--- config.mk ---
export PLATFORM = sky130hd
export DESIGN_NAME = ex_muldiv
export DESIGN_NICKNAME = d
export VERILOG_FILES = /design/src/rtl/ex_muldiv.sv
export SDC_FILE = /design/constraint.sdc
export NUM_CORES = 1
export LEC_CHECK = 0
export BUFFER_PORTS_ARGS = -buffer_cell sky130_fd_sc_hd__buf_4
export CORE_ASPECT_RATIO = 1.1
export CORE_MARGIN = 2
export CORE_UTILIZATION = 48
export DETAILED_ROUTE_END_ITERATION = 7
export PLACE_DENSITY = 0.65
export SETUP_SLACK_MARGIN = 0.15
export SYNTH_ARGS = -nofsm -noshare
export SYNTH_HDL_FRONTEND = slang
export SYNTH_SLANG_ARGS = --single-unit
--- constraint.sdc ---
create_clock -name clk -period 7.9 [get_ports clk]
set_clock_uncertainty 0.15 [all_clocks]
set_input_delay 1.58 -clock clk [delete_from_list [all_inputs] [get_ports clk]]
set_output_delay 1.58 -clock clk [all_outputs]
set_load 0.01 [all_outputs]
--- src/rtl/ex_muldiv.sv ---
`timescale 1ns/1ps
`default_nettype none
// ============================================================================
// Module   : ex_muldiv
// Purpose  : Iterative RV32M multiply/divide unit for the EX stage. One
//            radix-2 step per BUSY cycle (shift-add multiply, restoring
//            divide) on operand magnitudes, 32 steps, sign fix-up at the end.
// Ports    : clk        in   rising-edge clock
//            reset      in   asynchronous, active-high reset
//            flush      in   abort any in-flight operation
//            start      in   request a new operation
//            op[2:0]    in   MUL,MULH,MULHSU,MULHU,DIV,DIVU,REM,REMU
//            operand_a  in   rs1 value
//            operand_b  in   rs2 value
//            rd_in[4:0] in   destination register tag
//            stall      out  combinational hold for upstream registers
//            done       out  one-cycle pulse, result/rd_out valid
//            result     out  32-bit result, held until the next done
//            rd_out     out  destination tag of result
// Options  : MULDIV_EARLY_OUT_EN - divide-by-zero, signed overflow and
//            multiply-by-zero complete one cycle after start.
// Revision : 1.0 - initial release
// ============================================================================
module ex_muldiv (
  input  logic        clk,
  input  logic        reset,
  input  logic        flush,
  input  logic        start,
  input  logic [2:0]  op,
  input  logic [31:0] operand_a,
  input  logic [31:0] operand_b,
  input  logic [4:0]  rd_in,
  output logic        stall,
  output logic        done,
  output logic [31:0] result,
  output logic [4:0]  rd_out
);

  localparam logic [2:0] OP_MUL    = 3'd0;
  localparam logic [2:0] OP_MULH   = 3'd1;
  localparam logic [2:0] OP_MULHSU = 3'd2;
  localparam logic [2:0] OP_MULHU  = 3'd3;
  localparam logic [2:0] OP_DIV    = 3'd4;
  localparam logic [2:0] OP_DIVU   = 3'd5;
  localparam logic [2:0] OP_REM    = 3'd6;
  localparam logic [2:0] OP_REMU   = 3'd7;

  localparam logic [5:0] LAST_ITER = 6'd31;

  typedef enum logic [1:0] {
    S_IDLE = 2'd0,
    S_BUSY = 2'd1,
    S_DONE = 2'd2
  } state_t;

  state_t      state_q,  state_d;
  logic [5:0]  cnt_q,    cnt_d;
  logic [2:0]  op_q,     op_d;
  logic [4:0]  rd_q,     rd_d;
  logic [31:0] mcand_q,  mcand_d;   // multiplicand or divisor magnitude
  logic [63:0] acc_q,    acc_d;     // {hi, multiplier} or {remainder, quotient}
  logic [31:0] a_raw_q,  a_raw_d;   // original rs1, the remainder on divide-by-zero
  logic        neg_q,    neg_d;     // negate the selected result half at the end
  logic        div0_q,   div0_d;
  logic [31:0] result_q, result_d;
  logic [4:0]  rd_out_q, rd_out_d;

  // --------------------------------------------------------------------------
  // Operand preparation for a newly accepted operation
  // --------------------------------------------------------------------------
  logic        w_a_signed;
  logic        w_b_signed;
  logic        w_a_neg;
  logic        w_b_neg;
  logic [31:0] w_a_mag;
  logic [31:0] w_b_mag;
  logic        w_neg_res;

  always_comb begin
    w_a_signed = (op == OP_MULH) || (op == OP_MULHSU) || (op == OP_DIV) || (op == OP_REM);
    w_b_signed = (op == OP_MULH) || (op == OP_DIV) || (op == OP_REM);
    w_a_neg    = w_a_signed & operand_a[31];
    w_b_neg    = w_b_signed & operand_b[31];
    w_a_mag    = w_a_neg ? (32'd0 - operand_a) : operand_a;
    w_b_mag    = w_b_neg ? (32'd0 - operand_b) : operand_b;
    // MUL keeps only the low word, which is sign-agnostic, so it runs unsigned.
    // The remainder takes the sign of the dividend.
    case (op)
      OP_MULH, OP_DIV:   w_neg_res = w_a_neg ^ w_b_neg;
      OP_MULHSU, OP_REM: w_neg_res = w_a_neg;
      default:           w_neg_res = 1'b0;
    endcase
  end

  // --------------------------------------------------------------------------
  // Trivial-case short cut
  // --------------------------------------------------------------------------
  logic        w_early;
  logic [31:0] w_early_res;

`ifdef MULDIV_EARLY_OUT_EN
  logic w_b_zero;
  logic w_ovf;

  always_comb begin
    w_early     = 1'b0;
    w_early_res = 32'd0;
    w_b_zero    = (operand_b == 32'd0);
    w_ovf       = ((op == OP_DIV) || (op == OP_REM)) &&
                  (operand_a == 32'h8000_0000) && (operand_b == 32'hFFFF_FFFF);
    if (op[2]) begin
      // op[1] distinguishes remainder from quotient
      if (w_b_zero) begin
        w_early     = 1'b1;
        w_early_res = op[1] ? operand_a : 32'hFFFF_FFFF;
      end else if (w_ovf) begin
        w_early     = 1'b1;
        w_early_res = op[1] ? 32'd0 : 32'h8000_0000;
      end
    end else if ((operand_a == 32'd0) || w_b_zero) begin
      w_early     = 1'b1;
      w_early_res = 32'd0;
    end
  end
`else
  assign w_early     = 1'b0;
  assign w_early_res = 32'd0;
`endif

  // --------------------------------------------------------------------------
  // One radix-2 step and final sign fix-up
  // --------------------------------------------------------------------------
  logic [32:0] w_mul_sum;
  logic [32:0] w_div_cand;
  logic [32:0] w_div_diff;
  logic        w_div_ok;
  logic [63:0] w_acc_step;
  logic [63:0] w_prod;
  logic [31:0] w_quo;
  logic [31:0] w_rem;
  logic [31:0] w_final;

  always_comb begin
    // Multiply: add multiplicand into the high word when the multiplier LSB
    // is set, then shift the whole accumulator right (carry enters at bit 63).
    w_mul_sum  = {1'b0, acc_q[63:32]} + (acc_q[0] ? {1'b0, mcand_q} : 33'd0);
    // Divide: shift the next dividend bit into the partial remainder and try
    // a subtract; a clear borrow bit means the quotient bit is 1.
    w_div_cand = {acc_q[63:32], acc_q[31]};
    w_div_diff = w_div_cand - {1'b0, mcand_q};
    w_div_ok   = ~w_div_diff[32];

    if (op_q[2]) begin
      w_acc_step = {(w_div_ok ? w_div_diff[31:0] : w_div_cand[31:0]), acc_q[30:0], w_div_ok};
    end else begin
      w_acc_step = {w_mul_sum, acc_q[31:1]};
    end

    w_prod = neg_q ? (64'd0 - w_acc_step) : w_acc_step;
    w_quo  = neg_q ? (32'd0 - w_acc_step[31:0])  : w_acc_step[31:0];
    w_rem  = neg_q ? (32'd0 - w_acc_step[63:32]) : w_acc_step[63:32];

    case (op_q)
      OP_MUL:                       w_final = w_prod[31:0];
      OP_MULH, OP_MULHSU, OP_MULHU: w_final = w_prod[63:32];
      OP_DIV, OP_DIVU:              w_final = div0_q ? 32'hFFFF_FFFF : w_quo;
      OP_REM, OP_REMU:              w_final = div0_q ? a_raw_q : w_rem;
      default:                      w_final = 32'd0;
    endcase
  end

  // --------------------------------------------------------------------------
  // Next-state logic
  // --------------------------------------------------------------------------
  always_comb begin
    state_d  = state_q;
    cnt_d    = cnt_q;
    op_d     = op_q;
    rd_d     = rd_q;
    mcand_d  = mcand_q;
    acc_d    = acc_q;
    a_raw_d  = a_raw_q;
    neg_d    = neg_q;
    div0_d   = div0_q;
    result_d = result_q;
    rd_out_d = rd_out_q;

    if (flush) begin
      // Flush wins over start; outputs keep their previous values.
      state_d = S_IDLE;
    end else begin
      case (state_q)
        S_BUSY: begin
          // start is ignored here; latched operands stay untouched
          acc_d = w_acc_step;
          cnt_d = cnt_q + 6'd1;
          if (cnt_q == LAST_ITER) begin
            state_d  = S_DONE;
            result_d = w_final;
            rd_out_d = rd_q;
          end
        end
        default: begin
          if (start) begin
            op_d    = op;
            rd_d    = rd_in;
            a_raw_d = operand_a;
            neg_d   = w_neg_res;
            div0_d  = op[2] & (operand_b == 32'd0);
            mcand_d = op[2] ? w_b_mag : w_a_mag;
            acc_d   = {32'd0, (op[2] ? w_a_mag : w_b_mag)};
            cnt_d   = 6'd0;
            if (w_early) begin
              state_d  = S_DONE;
              result_d = w_early_res;
              rd_out_d = rd_in;
            end else begin
              state_d = S_BUSY;
            end
          end else begin
            state_d = S_IDLE;
          end
        end
      endcase
    end
  end

  // --------------------------------------------------------------------------
  // State registers
  // --------------------------------------------------------------------------
  always_ff @(posedge clk or posedge reset) begin
    if (reset) begin
      state_q  <= S_IDLE;
      cnt_q    <= 6'd0;
      op_q     <= 3'd0;
      rd_q     <= 5'd0;
      mcand_q  <= 32'd0;
      acc_q    <= 64'd0;
      a_raw_q  <= 32'd0;
      neg_q    <= 1'b0;
      div0_q   <= 1'b0;
      result_q <= 32'd0;
      rd_out_q <= 5'd0;
    end else begin
      state_q  <= state_d;
      cnt_q    <= cnt_d;
      op_q     <= op_d;
      rd_q     <= rd_d;
      mcand_q  <= mcand_d;
      acc_q    <= acc_d;
      a_raw_q  <= a_raw_d;
      neg_q    <= neg_d;
      div0_q   <= div0_d;
      result_q <= result_d;
      rd_out_q <= rd_out_d;
    end
  end

  // --------------------------------------------------------------------------
  // Outputs
  // --------------------------------------------------------------------------
  // Reset gates stall so it reads 0 even if start is held during reset.
  assign stall  = ~reset & ((state_q == S_BUSY) |
                            (start & (state_q != S_BUSY) & ~flush));
  assign done   = (state_q == S_DONE);
  assign result = result_q;
  assign rd_out = rd_out_q;

endmodule
`default_nettype wire

==> metrics list <==
- Max-capacitance violation count: 0
- Type of element capturing the critical path: flop
- Number of setup buffers added after CTS: 0
- On the final layout, the worst hold slack is 0.3230 ns.
* Yosys warning total: 0
* Vias: 19,570
- Worst-path cell chain: inv_1 -> ha_1 -> fa_1 -> nand2b_1 -> a211oi_2 -> o311ai_2 -> a21boi_4 -> o21ai_4 -> nand2_2 -> nand2b_1 -> inv_1 -> ha_1 -> nor3b_1 -> o221ai_1 -> or2_2 -> nor4_1 -> and2_1 -> nand2b_1 -> or2_2 -> nand2b_1 -> nor4_1 -> o31ai_1 -> a221oi_1 -> a211oi_1
* Filler Cells Inserted: 3,710
- Number of setup violations in the final report: 0
* 1st-iter DRT viols: 2,289
- After detailed routing, the met2 layer carries 34.78 mm of wire.
- Of the available clock period, the critical path in the final layout requires 0.8851.
* Distinct cell type count after synthesis: 106
- Compared with the post-synthesis result, the final layout area differs by 9.823%.
- Entering global routing, the biggest net connects 136 pins.
* Final WL: 78.42 mm
* Post-cts hold buffer count: 0
* Buffers added on ports: 114
- Total congestion overflow after global routing: 0
- Dominant register cell in the synthesized netlist: sky130_fd_sc_hd__dfrtp_1
* Syn Nets: 2,614
- The first detailed-routing pass ran for 8 iterations.
- Along the worst path, the maximum fanout reaches 17.
- Post-Route Setup TNS: 0 ns
* Final critical delay including setup and external delays: 6.992 ns
- CTS H-tree depth: 4
* Actual slew at the worst max-slew pin: 1.115 ns
* Maximum number of buffers from clock root to sink: 2
* Cell row count: 74
- The max-slew violation count came to 0.
* Average cell area after synthesis: 7.313 um^2
- Detail Route met3 WL: 6.275 mm
- Last weighted congestion value of the routability-driven placer: 1.047
- Arrival time at the worst endpoint: 7.17 ns
- By instance count, the cell type seen most on the critical path is sky130_fd_sc_hd__nand2b_1.
- Leakage power summed over all cells: 8.437 nW
- Clock Sinks: 183
- Overall die width: 188.9 um
* Die extent in y: 207.4 um
- The number of global-route vias before repair was 18,080.
* Post-Synthesis Cell Area: 18,050 um^2
- Full die area: 39,170 um^2
- Number of antenna violations at the first check in global routing: 1
* Overall track demand over capacity in global routing: 0.3961
- CTS placed an instance of sky130_fd_sc_hd__clkbuf_16 at the clock tree root.
- Post-synthesis instance total: 2,468
* Critical path's largest stage delay: 0.52 ns
* Number of diodes: 0
- Power spread over the standard cell area amounts to 296.8 nW/um^2.
* Core Box Area: 37,130 um^2
* Async S/R FF share, synth: 1.000
- Counting flops and latches in the post-synthesis netlist gives 183.
* Number of enable flip-flop cells after synthesis: 0
* HPWL Detailed: 60.97 mm
* Portion of the post-synthesis area used by sequential elements: 0.2537
- In this run the top signal layer used is met5.
- The worst pin sits at a relative slew slack of 0.2501.
* Boundary Pins: 115
- TritonCTS built the clock tree.
- Crit-path leading delay family: simple AND/OR/NAND/NOR gates
- Crit path buf inv count: 2
- Routed wirelength normalized by instance count: 26.19 um
- First-pass GRT wire length: 115.7 mm
* DRC violations left: 0
* Worst-path cell with the longest stage delay: sky130_fd_sc_hd__nand2b_1
- Maximum vdd drop: 0.2274 mV
- With fillers left out, the area of the finished cells amounts to 19,820 um^2.
- RSZ-0062 raised after global routing: no
- After clock tree synthesis, the clock-pin slew on the worst setup and hold paths is 0.08 ns.
- The placed instances occupy a cell area of 19,200 um^2.
- For the worst setup path, the data required time is 8.08 ns.
* Initial Utilization: 0.4861
* Vias/cell: 6.536
- The worst setup path is launched from a flop.
* Fraction of final layout cells sized beyond drive strength 1: 0.1032
* Residual antenna-violating net count after detailed routing: 0
* Maximum achievable frequency: 143.0 MHz
* # nets final: 2,633
- The flow ran to the end, and the final reports show no timing, DRC or antenna violations.
* Resized cells post-CTS: 0
* Length of routed wiring on met1: 31.12 mm
- Counting the buffers created by CTS gives 17.
- Count of endpoints failing hold in the final timing report: 0
* Clk_lat worst skew: 0.48 ns
* Type of the setup path with the least slack: flop to flop
- Class of the most critical hold timing path: flop to flop
## cell usage in the layout (no fill, tap or decap), types with 56 or more instances in the layout
cell,instances
sky130_fd_sc_hd__inv_1,68
sky130_fd_sc_hd__buf_4,147
sky130_fd_sc_hd__ha_1,68
sky130_fd_sc_hd__o21ai_0,243
sky130_fd_sc_hd__xnor2_1,95
sky130_fd_sc_hd__a21oi_1,194
sky130_fd_sc_hd__xor2_1,72
sky130_fd_sc_hd__nand3_1,57
sky130_fd_sc_hd__nor3_1,56
sky130_fd_sc_hd__nand2_1,428
sky130_fd_sc_hd__nor2_1,201
sky130_fd_sc_hd__dfrtp_1,181
## path summary, 6_finish.rpt
path	startpoint	to	slack, ns	depth (start not counted)
max in group asynchronous	reset	op_q[2]	5.11	3
hold / removal	rd_q[2]	rd_out[2]	0.32	2
setup reg to reg	acc_q[31]	result[20]	0.91	24
min in group asynchronous	reset	state_q[0]	1.16	2
setup / recovery	acc_q[31]	result[20]	0.91	24
hold reg to reg	rd_q[2]	rd_out[2]	0.32	2
## kinds of logic (layout without fill, tap and decap cells)
kind of cell / after synthesis / count (layout) / synth area share
compound gates: 797 / 797 / 0.2859
xor+xnor: 167 / 167 / 0.08104
fa+ha+maj: 70 / 70 / 0.04936
buf+inv: 217 / 249 / 0.04846
flops: 183 / 183 / 0.2537
mux: 51 / 51 / 0.02884
simple gates: 983 / 983 / 0.2527
## Yosys cell counts, drive strengths merged (7+ instances only)
cell     instances  area, um^2
xnor2           95       832.1
nand2b          24       150.1
nand4           23       150.1
nand2          429        1613
a221o            7       70.07
nor4            27       175.2
nand3           58       295.3
or4             11       82.58
clkbuf         104       390.4
nor2           205       782.0
and3            17       106.4
a22o            21       183.9
nor3            58       300.3
buf             43       221.5
dfrtp          183        4579
o21bai           7       52.55
xor2            72       630.6
nor3b           16       125.1
o211ai          40       314.0
a31oi           33       206.5
o2111ai          8       70.07
nor2b           12       75.07
mux2i           43       430.4
o31ai           28       229.0
o41ai            8       70.07
inv             70       262.8
a31o             9       78.83
o21a            15       112.6
o211a           10       100.1
o21ai          261        1325
ha              68       850.8
a21o            28       210.2
a221oi          13       113.9
or3             27       173.9
mux2             8       90.09
a21oi          198        1013
and2            38       237.7
o22ai           13       81.33
or2             18       112.6
a311oi          11       113.9
a211oi          30       235.2
## where the power goes
part | leakage (nW) | switching (mW) | internal (mW)
Combinational | 5.77 | 2.44 | 1.19
Sequential | 2.36 | 0.219 | 1.09
Clock | 0.306 | 0.457 | 0.487
## per-layer routing
metal / global-route usage / up-vias
li1: - / 8946
met1: 0.5107 / 9327
met2: 0.6166 / 1065
met3: 0.05359 / 230
met4: 0.2694 / 2
met5: 0 / -
## worst register-to-register path, stage by stage, from the launching register on
cell and delay (ns):
sky130_fd_sc_hd__dfrtp_1 0.49, sky130_fd_sc_hd__inv_1 0.08, sky130_fd_sc_hd__ha_1 0.22, sky130_fd_sc_hd__fa_1 0.40, sky130_fd_sc_hd__nand2b_1 0.21, sky130_fd_sc_hd__a211oi_2 0.43, sky130_fd_sc_hd__o311ai_2 0.26, sky130_fd_sc_hd__a21boi_4 0.28
sky130_fd_sc_hd__o21ai_4 0.21, sky130_fd_sc_hd__nand2_2 0.24, sky130_fd_sc_hd__nand2b_1 0.16, sky130_fd_sc_hd__inv_1 0.09, sky130_fd_sc_hd__ha_1 0.18, sky130_fd_sc_hd__nor3b_1 0.25, sky130_fd_sc_hd__o221ai_1 0.19, sky130_fd_sc_hd__or2_2 0.35
sky130_fd_sc_hd__nor4_1 0.45, sky130_fd_sc_hd__and2_1 0.29, sky130_fd_sc_hd__nand2b_1 0.13, sky130_fd_sc_hd__or2_2 0.32, sky130_fd_sc_hd__nand2b_1 0.52, sky130_fd_sc_hd__nor4_1 0.53, sky130_fd_sc_hd__o31ai_1 0.10, sky130_fd_sc_hd__a221oi_1 0.26
sky130_fd_sc_hd__a211oi_1 0.08
## state kept, by name, summed over array words and instances (netlist names)
name	cells
acc_q	64
a_raw_q	32
mcand_q	32
result	32
cnt_q	6
rd_out	5
rd_q	5
op_q	3
state_q	2
div0_q	1
neg_q	1
## per-stage QoR
step / util / instances / setup WS [ns] / total power [mW]
after global placement: 0.5171 / 2962 / 1.263 / 4.810
after floorplan: - / 2468 / 1.198 / 3.640
after global routing: 0.5339 / 2994 / 0.5752 / 6.163
after detailed placement: 0.5171 / 2962 / 1.081 / 4.829
after CTS: 0.5339 / 2994 / 1.042 / 5.780
final: 0.5339 / 2994 / 0.9080 / 5.883
## final cells by class
class / instances / area (um^2) / area share
Multi-Input combinational cell: 2068 / 12620 / 0.6369
Clock inverter: 14 / 192.7 / 0.009721
Timing Repair Buffer: 147 / 1104 / 0.05567
Clock buffer: 18 / 429.2 / 0.02165
Tap cell: 494 / 618.1 / 0.03118
Inverter: 70 / 270.3 / 0.01363
Sequential cell: 183 / 4584 / 0.2313
Note: power is estimated with default switching activity, not from simulation.
